### src/rtl/wall_scan_collider.sv
// rtl/wall_scan_collider.sv - scans a wall tile table for 4-direction edge contact with the player sprite
module wall_scan_collider #(
    parameter int N_WALLS = 16,
    parameter int IDX_W   = 4,
    parameter int POS_W   = 10,
    parameter int SIZE    = 20,
    parameter int OVERLAP = 0
) (
    input  logic             clk,
    input  logic             rst,
    input  logic             i_start,
    input  logic [POS_W-1:0] i_pos_h_CY,
    input  logic [POS_W-1:0] i_pos_v_CY,
    output logic [IDX_W-1:0] o_wall_addr,
    input  logic [POS_W-1:0] i_wall_h,
    input  logic [POS_W-1:0] i_wall_v,
    input  logic             i_wall_en,
    output logic             o_busy,
    output logic             o_done,
    output logic [3:0]       o_collision,
    output logic             o_hit,
    output logic [IDX_W-1:0] o_hit_idx
);

    localparam int                      DW     = POS_W + 2;
    localparam logic signed [DW-1:0]    C_SIZE = DW'(SIZE);
    localparam logic [IDX_W-1:0]        C_LAST = IDX_W'(N_WALLS - 1);

    typedef enum logic [1:0] {S_IDLE, S_SCAN, S_DRAIN, S_DONE} state_t;

    state_t             r_state;
    logic [POS_W-1:0]   r_pos_h;
    logic [POS_W-1:0]   r_pos_v;
    logic               r_rd_vld;
    logic [IDX_W-1:0]   r_rd_idx;
    logic [3:0]         r_acc;
    logic               r_acc_hit;
    logic [IDX_W-1:0]   r_acc_idx;

    logic signed [DW-1:0] w_dh;
    logic signed [DW-1:0] w_dv;
    logic signed [DW-1:0] w_adh;
    logic signed [DW-1:0] w_adv;
    logic                 w_hov;
    logic                 w_vov;
    logic [3:0]           w_mask;
    logic [3:0]           w_acc_next;
    logic [IDX_W-1:0]     w_idx_next;

    // Two guard bits keep the differences exact across the whole coordinate range.
    always_comb begin
        w_dh  = $signed({2'b00, i_wall_h}) - $signed({2'b00, r_pos_h});
        w_dv  = $signed({2'b00, i_wall_v}) - $signed({2'b00, r_pos_v});
        w_adh = w_dh[DW-1] ? -w_dh : w_dh;
        w_adv = w_dv[DW-1] ? -w_dv : w_dv;
        w_hov = w_adh < C_SIZE;
        w_vov = w_adv < C_SIZE;

        w_mask    = '0;
        w_mask[0] = w_vov && (w_dh == -C_SIZE);
        w_mask[1] = w_vov && (w_dh == C_SIZE);
        w_mask[2] = w_hov && (w_dv == C_SIZE);
        w_mask[3] = w_hov && (w_dv == -C_SIZE);
        if (OVERLAP != 0 && w_vov && w_hov) begin
            if (w_dh[DW-1] || (w_dh == '0)) w_mask[0] = 1'b1;
            else                            w_mask[1] = 1'b1;
            if (!w_dv[DW-1])                w_mask[2] = 1'b1;
            else                            w_mask[3] = 1'b1;
        end
        if (!(r_rd_vld && i_wall_en)) w_mask = '0;

        w_acc_next = r_acc | w_mask;
        w_idx_next = r_acc_idx;
        if (!r_acc_hit && (w_mask != '0)) w_idx_next = r_rd_idx;
    end

    always_ff @(posedge clk or posedge rst) begin
        if (rst) begin
            r_state     <= S_IDLE;
            r_pos_h     <= '0;
            r_pos_v     <= '0;
            r_rd_vld    <= 1'b0;
            r_rd_idx    <= '0;
            r_acc       <= '0;
            r_acc_hit   <= 1'b0;
            r_acc_idx   <= '0;
            o_wall_addr <= '0;
            o_busy      <= 1'b0;
            o_done      <= 1'b0;
            o_collision <= '0;
            o_hit       <= 1'b0;
            o_hit_idx   <= '0;
        end else begin
            // Read data returned this cycle belongs to the address issued last cycle.
            r_rd_vld  <= (r_state == S_SCAN);
            r_rd_idx  <= o_wall_addr;
            r_acc     <= w_acc_next;
            r_acc_idx <= w_idx_next;
            if (w_mask != '0) r_acc_hit <= 1'b1;

            case (r_state)
                S_IDLE: begin
                    o_done <= 1'b0;
                    if (i_start) begin
                        r_pos_h     <= i_pos_h_CY;
                        r_pos_v     <= i_pos_v_CY;
                        r_acc       <= '0;
                        r_acc_hit   <= 1'b0;
                        r_acc_idx   <= '0;
                        o_wall_addr <= '0;
                        o_busy      <= 1'b1;
                        o_collision <= '0;
                        o_hit       <= 1'b0;
                        o_hit_idx   <= '0;
                        r_state     <= S_SCAN;
                    end
                end
                S_SCAN: begin
                    if (o_wall_addr == C_LAST) r_state <= S_DRAIN;
                    else                       o_wall_addr <= o_wall_addr + IDX_W'(1);
                end
                S_DRAIN: begin
                    o_busy      <= 1'b0;
                    o_done      <= 1'b1;
                    o_collision <= w_acc_next;
                    o_hit       <= |w_acc_next;
                    o_hit_idx   <= w_idx_next;
                    r_state     <= S_DONE;
                end
                S_DONE: begin
                    o_done  <= 1'b0;
                    r_state <= S_IDLE;
                end
                default: r_state <= S_IDLE;
            endcase
        end
    end

endmodule

### config.mk
export PLATFORM = sky130hd
export DESIGN_NAME = wall_scan_collider
export DESIGN_NICKNAME = d
export VERILOG_FILES = /design/src/rtl/wall_scan_collider.sv
export SDC_FILE = /design/constraint.sdc
export NUM_CORES = 1
export LEC_CHECK = 0
export CORE_MARGIN = 4
export CORE_UTILIZATION = 55
export CTS_CLUSTER_DIAMETER = 50
export DETAILED_ROUTE_END_ITERATION = 10
export GPL_ROUTABILITY_DRIVEN = 1
export MAX_ROUTING_LAYER = met4
export PLACE_DENSITY = 0.82
export REMOVE_ABC_BUFFERS = 1
export SLEW_MARGIN = 20
export SYNTH_ARGS = -nofsm -noshare
export SYNTH_HDL_FRONTEND = slang
export SYNTH_SLANG_ARGS = --single-unit
### constraint.sdc
create_clock -name clk -period 10.2 [get_ports clk]
set_clock_uncertainty 0.05 [all_clocks]
set_input_delay 1.02 -clock clk [delete_from_list [all_inputs] [get_ports clk]]
set_output_delay 1.02 -clock clk [all_outputs]
set_load 0.01 [all_outputs]
# Word-level counts from Yosys, hierarchy flattened
# Index checks and enable logic that the tools add are counted.
[classes]
n_eq_ne = 11
add_sub_neg = 5
mux = 24
order_cmp = 2
n_bitwise = 1
reduce_logical = 18
[ops]
columns = ["operator", "n"]
rows = [
  ["11-bit by 6-bit equality test with 1-bit output, second input constant", 4],
  ["4-bit two-way mux", 8],
  ["12-bit by 6-bit < comparator with 1-bit output, second input constant", 2],
  ["12-bit two-way mux", 2],
  ["11-bit negator with 12-bit output", 2],
  ["4-bit one-hot mux with 2 select lines", 3],
  ["10-bit by 10-bit subtractor with 11-bit output", 2],
  ["2-bit one-hot mux with 4 select lines", 1],
  ["1-bit logical AND", 6],
  ["1-bit one-hot mux with 2 select lines", 3],
  ["2-bit AND reduction", 3],
  ["2-bit nonzero test", 3],
  ["1-bit two-way mux", 5],
  ["4-bit by 1-bit adder with 4-bit output, second input constant", 1],
  ["2-bit equality test, second input constant", 2],
  ["4-bit equality test, second input constant", 1],
  ["2-bit two-way mux", 2],
  ["2-bit != test, second input constant", 2],
  ["4-bit bitwise OR", 1],
  ["4-bit nonzero test", 1],
  ["4-bit OR reduction", 1],
  ["3-bit AND reduction", 1],
  ["2-bit by 1-bit equality test with 1-bit output, second input constant", 1],
  ["2-bit logical NOT", 1],
  ["3 further kinds", 3],
]
[totals]
regBits = 51
input_bits = 44
elab_cells = 75
output_inout_bits = 15

# Longest topological paths before layout
# Gate-level depths: netlist of run 1.
[depth]
depth_word = 11
mapped_depth = 14

# Worst setup path before layout of run 1
# Ideal clock, no wire load.
[synth_path]
path_type = "input port to flip-flop"
from = "in i_wall_v[0]"
to = "reg o_hit_idx[3]"
arrival_time_ns = 4.005
slack_ns = 6.021
setup_time_ns = 0.124
required_time_ns = 10.026
path_buffers = 1
stages = 12
path_cell_list = "inv_1 -> ha_1 -> fa_1 -> nand2b_1 -> a21oi_1 -> nor2_1 -> o311ai_0 -> a41oi_1 -> or4_1 -> buf_2 -> and4_4 -> a211o_1"
[synth_via]
elab_chain_len = 10
word_cells_on_any_way = 15
classes_between = "add/sub (2); order compare (1); eq/ne (2); mux (4); reduce/logical (6)"
[synth_rtl]
columns = ["item", "line", "text"]
rows = [
  ["start: declaration", "16", "input logic [POS_W-1:0] i_wall_v,"],
  ["10-bit by 10-bit subtractor with 11-bit output (*)", "53", "w_dv = $signed({2'b00, i_wall_v}) - $signed({2'b00, r_pos_v});"],
  ["11-bit negator with 12-bit output", "55", "w_adv = w_dv[DW-1] ? -w_dv : w_dv;"],
  ["12-bit two-way mux", "55", ""],
  ["12-bit by 6-bit < comparator with 1-bit output", "57", "w_vov = w_adv < C_SIZE;"],
  ["1-bit logical AND (on tied branches)", "60, 61", ""],
  ["4-bit two-way mux (*)", "70", "if (!(r_rd_vld && i_wall_en)) w_mask = '0;"],
  ["4-bit nonzero test (*)", "74", "if (!r_acc_hit && (w_mask != '0)) w_idx_next = r_rd_idx;"],
  ["1-bit logical AND (*)", "74", ""],
  ["4-bit two-way mux (*)", "74", ""],
  ["4-bit one-hot mux with 2 select lines (*)", "101", "case (r_state)"],
  ["end signal: assignment", "127", "o_hit_idx <= w_idx_next;"],
  ["end: declaration", "22", "output logic [IDX_W-1:0] o_hit_idx"],
]
# Every way passes the cells marked *; elsewhere a longest branch is shown, timed or not.
# A chain may end at the register's enable or synchronous reset.

# Worst setup path in the final report of run 1
# Ends and elaborated chain as after synthesis.

==> key figures, run 1 <==
Floorplan
  – Core area: 0.00642 mm²
  – Chip Height: 90.0 µm
  – Die width: 90.0 µm
  – Row Count: 29
  – Die footprint: 0.00809 mm²
  – I/O Pins: 59
  – Initial Utilization: 0.575

Placement
  – # port buffers: 58
  – Detailed Place HPWL: 6430 µm
  – Post-Place Cells: 566
  – GP Congestion: 0.946

STA
  – Highest clock rate: 215 MHz
  – Tcrit/Tclk final: 0.456
  – Setup-failing EPs final: 0
  – Slew headroom: 0.391
  – Slew @ Worst Pin: 914 ps
  – Max Slew Vio Count: 0
  – RSZ-0062 raised after global routing: false
  – WHS: 442 ps
  – Total Neg Setup Slack: 0 ps
  – Tmin final: 4650 ps
  – Final Hold Vio Count: 0

Logic synthesis
  – Distinct cells, synth: 64
  – Mapped cell area: 0.00369 mm²
  – Yosys warns: 0
  – Number of synthesized flops with an enable pin: 0
  – Post-synth top flop: dfrtp_1
  – Mean post-synth cell area: 8.34 µm²
  – Fraction of registers with async set/reset: 1.00
  – Synthesized instance count: 443
  – Register area share after synthesis: 0.346
  – Seq cells post-synth: 51

Drt
  – Metal3 WL: 421 µm
  – Via count: 3,423
  – Via density: 5.97
  – Routed len/inst: 15.4 µm
  – Post-Route WL: 8830 µm
  – Metal2 WL: 4150 µm
  – Residual DRC count: 0
  – Max layer used: met4
  – DRC marker count from the first detailed-route iteration: 237
  – Pre-antenna DRT Iters: 6
  – Wl on met1: 4110 µm
  – Antenna-violating nets left: 0

Global routing
  – Gr ovfl total: 0
  – Global Route Usage Sum: 0.233
  – Vias in the first global route: 3,475
  – First-pass GRT wire length: 15,600 µm
  – Largest net degree at the start of global routing: 52
  – Antenna violations before repair: 0

Power and ir drop
  – PwrDens: 285 mW/mm²
  – Comb power frac: 0.640
  – Switching power: 0.594 mW
  – Sequential share of power: 0.246
  – Switching part of the total: 0.471
  – Leakage: 1.86 nW
  – Clock network fraction of design power: 0.113
  – Pint: 0.665 mW
  – Max rail drop VDD: 0.000198 V

Critical path
  – Slowest Stage Delay on Critical Path: 700 ps
  – Setup crit end kind: flop
  – Buf/Inv on CP: 2
  – Data required, critical path: 10,360 ps
  – WP data arrival: 4810 ps
  – Slowest CP cell: or4_1
  – WS Path Type: input port to flop
  – Crit Path Max Fanout: 6
  – CP startpoint kind: input port
  – CP Cell Sequence: clkdlybuf4s50_1 -> inv_1 -> ha_1 -> fa_1 -> nand2b_1 -> a21oi_1 -> nor2_1 -> o311ai_0 -> a41oi_1 -> or4_1 -> and4_4 -> a211o_1
  – Cell family with most CP delay: compound AO/OA/AOI/OAI gates

Finish
  – Post-Layout Cell Count: 573
  – Layout Nets: 567
  – Ant diodes: 0
  – P&R area growth vs syn: 19.8%
  – Share of cells above drive strength 1: 0.0504
  – Layout Utilization: 0.689

CTS
  – Worst skew pair latency: 310 ps
  – CTS resizes: 0
  – CTS tree: yes
  – CTS hold repair buffers: 0
  – Clock-pin transition on the worst setup and hold timing paths: 100 ps
  – Cts bufs inserted: 5
  – Root Buffer: clkbuf_8
  – Total clock sinks: 51
  – Clk buf depth: 2
  – H-tree depth: 2
  – Post-CTS Setup Bufs: 0

Status
  – Status: finished, final reports clean

Run
  – # Max-Cap Violations: 0

Min path
  – Type of the most critical hold path: flop to flop
-- flip-flops by register name (all words and copies together), names as in the netlist, 2 cells and up, named ones only --
register	count
r_rd_idx	4
r_acc	4
r_pos_h	10
o_hit_idx	4
o_collision	4
r_pos_v	10
r_state	2
o_wall_addr	4
-- worst reg2reg max path: stages, from the launching register on --
cell	delay (ps)
dfrtp_1	410
ha_1	230
fa_1	420
nand2b_1	210
a21oi_1	230
nor2_1	110
o311ai_0	590
a41oi_1	360
or4_1	700
and4_4	230
a211o_1	220
-- per-layer routing --
metal | global-route usage | vias up
li1 | - | 1710
met1 | 0.300 | 1590
met2 | 0.378 | 104
met3 | 0.0326 | 19
met4 | 0.0816 | 0
met5 | - | -
-- stage by stage --
stage	instance area, µm²	setup slack (ps)	power (mW)
finish	4430	5550	1.26
global route	4430	5210	1.38
CTS	4420	5540	1.26
detailed placement	4320	5250	1.11
global placement	4320	5360	1.08
floorplan	3630	6030	0.909
-- cell type report --
cell class              count  area, µm²
clock buffers               5       68.8
clock inverters             2       37.5
fillers                   555       2000
inverters                  37        140
multi-input cells         342       2220
flip-flops and latches     51       1280
well taps                  77       96.3
repair buffers             59        588
-- placed cells by master, fill, tap and decap left out, types with 4 or more instances in the layout --
master           instances
dfrtp_1                 51
and3_1                   6
a211oi_1                11
nand2b_1                 6
clkdlybuf4s50_1         58
clkbuf_8                 5
o211ai_1                10
a221oi_1                 4
ha_1                    25
o31a_1                   5
nor3_1                   6
inv_1                   36
nand2_1                 53
nor2b_1                  4
o21a_1                   4
a31oi_1                  5
nor2_1                  37
o2111ai_1                5
nand4_1                  5
or3_1                    4
xor2_1                   8
nand3_1                 15
o22ai_1                  4
o21ai_0                 33
a21oi_1                 33
-- worst paths after layout --
check,startpoint,endpoint,slack (ps),cells past startpoint
setup / recovery,i_wall_v[0],o_hit_idx[3],5550,12
hold / removal,o_collision[3],o_collision[3],440,2
setup reg to reg,r_pos_v[0],o_hit_idx[3],6340,10
hold reg to reg,o_collision[3],o_collision[3],440,2
max in group asynchronous,rst,o_hit_idx[2],8410,2
min in group asynchronous,rst,r_pos_h[8],1130,2
-- power groups by stage --
stage | registers (mW) | clock network, mW | logic, mW
after floorplan | 0.312 | 0 | 0.597
after global placement | 0.311 | 0 | 0.768
after detailed placement | 0.314 | 0 | 0.792
after CTS | 0.310 | 0.146 | 0.801
after global routing | 0.320 | 0.152 | 0.910
final | 0.310 | 0.143 | 0.806
-- synth_stat cells (4+ instances only) --
| cell | count | share of area |
|---|---|---|
| a221oi_1 | 4 | 0.0095 |
| dfrtp_1 | 51 | 0.35 |
| ha_1 | 25 | 0.085 |
| or3_1 | 4 | 0.0068 |
| nor3_1 | 6 | 0.0081 |
| and3_1 | 6 | 0.010 |
| inv_1 | 37 | 0.038 |
| nand3_1 | 15 | 0.020 |
| o22ai_1 | 4 | 0.0068 |
| a211oi_1 | 11 | 0.022 |
| a21oi_1 | 33 | 0.045 |
| o211ai_1 | 10 | 0.020 |
| nor2_1 | 37 | 0.038 |
| o2111ai_1 | 5 | 0.012 |
| nor2b_1 | 4 | 0.0068 |
| nand2_1 | 53 | 0.054 |
| a31oi_1 | 5 | 0.0085 |
| o21ai_0 | 33 | 0.045 |
| nand4_1 | 5 | 0.0085 |
| xor2_1 | 8 | 0.019 |
| o21a_1 | 4 | 0.0081 |
| nand2b_1 | 6 | 0.010 |
| clkbuf_1 | 8 | 0.0081 |
| o31a_1 | 5 | 0.012 |
-- cell families after synthesis --
group / count (synthesis) / synth area share
AND/OR/NAND/NOR: 160 / 0.211
AO/OA/AOI/OAI: 142 / 0.262
flip-flops: 51 / 0.346
buffers and inverters: 50 / 0.0539
adder cells (fa/ha/maj): 27 / 0.0955
XOR/XNOR: 11 / 0.0261
multiplexers: 2 / 0.00576
No activity file was read; power rests on OpenSTA's default activity.
==> inputs of run 2 (changes only) <==
==> constraint.sdc (replaced) <==
create_clock -name clk -period 4.8 [get_ports clk]
set_clock_uncertainty 0.05 [all_clocks]
set_input_delay 0.48 -clock clk [delete_from_list [all_inputs] [get_ports clk]]
set_output_delay 0.48 -clock clk [all_outputs]
set_load 0.01 [all_outputs]
==> run 2 against run 1 <==
Sequential share of layout area about the same. Clock power grew 92%. Worst hold slack lost 5.2 ps. Cell count rose by 0.17%. Largest power group unchanged.
==> key figures, run 2 (same netlist as run 1, synthesis figures left out) <==
Placement
  – GP Congestion: 0.940 (-0.63%)
  – Post-DP Area: 0.00432 mm² (unchanged)
  – Dpl ws: 323 ps (-4920 ps)
  – # port buffers: 58 (unchanged)
  – Detailed Place HPWL: 6540 µm (+1.7%)

Critical path
  – CP startpoint kind: input port
  – RR Endpoint: o_hit_idx[3]
  – Data required, critical path: 4960 ps (-5400 ps)
  – Register-to-register setup slack: 860 ps (-5480 ps)
  – Setup crit end kind: flop
  – WP data arrival: 4370 ps (-440 ps)
  – R2R depth: 10 (unchanged)
  – Worst R2R Start: r_pos_v[0]
  – Crit Path Max Fanout: 6 (unchanged)
  – WS Path Type: input port to flop

Finish
  – FILL cells: 547 (-1.4%)
  – P&R area growth vs syn: 19.6%
  – Layout Nets: 567 (unchanged)
  – Final instance area: 0.00442 mm² (-0.17%)
  – Ant diodes: 0 (unchanged)
  – Commonest non-fill, non-tap cells in the layout: clkdlybuf4s50_1 (58), nand2_1 (53), dfrtp_1 (51), nor2_1 (37), inv_1 (36)
  – Share of cells above drive strength 1: 0.0523 (+0.00191)
  – Most common cell after layout, fill and taps aside: clkdlybuf4s50_1
  – Top Registers: r_pos_h x10, r_pos_v x10
  – Layout Utilization: 0.688 (-0.00117)

Global routing
  – Gr ovfl total: 0 (unchanged)
  – Vias in the first global route: 3,371 (-3.0%)
  – Largest net degree at the start of global routing: 52 (unchanged)
  – Global Route Usage Sum: 0.227 (-0.00575)
  – First-pass GRT wire length: 15,200 µm (-2.6%)
  – Antenna violations before repair: 0 (unchanged)

Drt
  – Pre-antenna DRT Iters: 4 (-2)
  – Via density: 6.10 (+2.2%)
  – Routed len/inst: 15.2 µm (-1.5%)
  – Post-Route WL: 8720 µm (-1.3%)
  – Residual DRC count: 0 (unchanged)
  – Via count: 3,503 (+2.3%)
  – DRC marker count from the first detailed-route iteration: 181 (-24%)
  – Antenna-violating nets left: 0 (unchanged)

Power and ir drop
  – Max rail drop VDD: 0.000356 V (+80%)
  – PwrDens: 601 mW/mm² (+110%)
  – Leakage: 1.86 nW (-0.15%)

Min path
  – Worst Hold Launch: r_pos_h[0]
  – End of the worst hold path: r_pos_h[0]
  – Hold Path Cell Cnt: 2 (unchanged)
  – Type of the most critical hold path: flop to flop

CTS
  – Cts bufs inserted: 5 (unchanged)
  – Clock-pin transition on the worst setup and hold timing paths: 110 ps (about the same)
  – Clk buf depth: 2 (unchanged)
  – CTS tree: yes
  – H-tree depth: 2 (unchanged)
  – CTS resizes: 0 (unchanged)
  – Root Buffer: clkbuf_8
  – Worst skew pair latency: 320 ps (about the same)
  – Total clock sinks: 51 (unchanged)
  – CTS hold repair buffers: 0 (unchanged)
  – Post-CTS Setup Bufs: 0 (unchanged)

Floorplan
  – Core area: 0.00642 mm² (unchanged)
  – I/O Pins: 59 (unchanged)
  – Die footprint: 0.00809 mm² (unchanged)
  – Initial Utilization: 0.575 (unchanged)
  – Chip Height: 90.0 µm (unchanged)
  – Row Count: 29 (unchanged)
  – Die width: 90.0 µm (unchanged)

STA
  – Slew @ Worst Pin: 897 ps (-16.2 ps)
  – RSZ-0062 raised after global routing: false
  – Setup-failing EPs final: 0 (unchanged)
  – Tcrit/Tclk final: 0.877
  – Max Slew Vio Count: 0 (unchanged)
  – Final Hold Vio Count: 0 (unchanged)
  – Slew headroom: 0.402 (+0.0108)
  – Setup ws final: 590 ps (-4960 ps)
  – Highest clock rate: 238 MHz
  – Total Neg Setup Slack: 0 ps (unchanged)
  – Tmin final: 4210 ps

Status
  – Status: finished, final reports clean

Run
  – # Max-Cap Violations: 0 (unchanged)
run 2: changes by cell type in the layout (fill, tap and decap cells not counted):
cell       before  now
bufinv_16       1    0
clkbuf_8        5    6
clkinv_4        0    1
run 2: through the flow:
step / cells / hold slack (ps) / power [mW]
6_report: 574 / 437 / 2.65
3_5_place_dp: 566 / 422 / 2.36
3_3_place_gp: 566 / 413 / 2.29
5_1_grt: 574 / 473 / 2.90
4_1_cts: 574 / 445 / 2.64
2_1_floorplan: 430 / 400 / 1.93
run 2: worst max-delay path, stage by stage:
cell,delay [ps]
clkdlybuf4s50_1,460
inv_1,40
ha_1,220
fa_1,420
nand2b_1,220
a21oi_1,240
nor2_1,110
o311ai_0,660
a41oi_1,370
or4_1,690
and4_4,230
a211o_1,220
run 2: worst max-delay path by stage:
stage	cells after the start	slack, ps	from	end
6_report	12	590	i_wall_v[0]	o_hit_idx[3]
5_1_grt	12	360	i_wall_v[0]	o_hit_idx[3]
4_1_cts	12	650	i_wall_v[0]	o_hit_idx[3]
3_5_place_dp	12	320	i_wall_v[0]	o_hit_idx[3]
3_3_place_gp	12	510	i_wall_v[0]	o_hit_idx[3]
2_1_floorplan	11	1170	i_wall_v[0]	o_hit_idx[3]
run 2: where the power goes:
group | total [mW] | switching (mW) | internal (mW)
sequential | 0.656 | 0.0816 | 0.575
combinational | 1.72 | 1.03 | 0.689
clock | 0.275 | 0.157 | 0.118
total | 2.65 | 1.27 | 1.38
run 2: layout make-up:
type / count / area [µm²] / area share
Timing Repair Buffer: 59 / 588 / 0.133
Inverter: 37 / 140 / 0.0317
Multi-Input combinational cell: 342 / 2220 / 0.502
Clock buffer: 6 / 82.6 / 0.0187
Tap cell: 77 / 96.3 / 0.0218
Clock inverter: 2 / 16.3 / 0.00368
Sequential cell: 51 / 1280 / 0.289
run 2: metal layers:
metal  wire length [µm]  GRT usage  share of wire  up-vias
met1               4120      0.297           0.47     1662
met3                362     0.0351          0.042       10
met2               4150      0.372           0.48      101
met4                 87     0.0574          0.010        0
met5                  0          -              0        -
li1                   -          -              -     1730
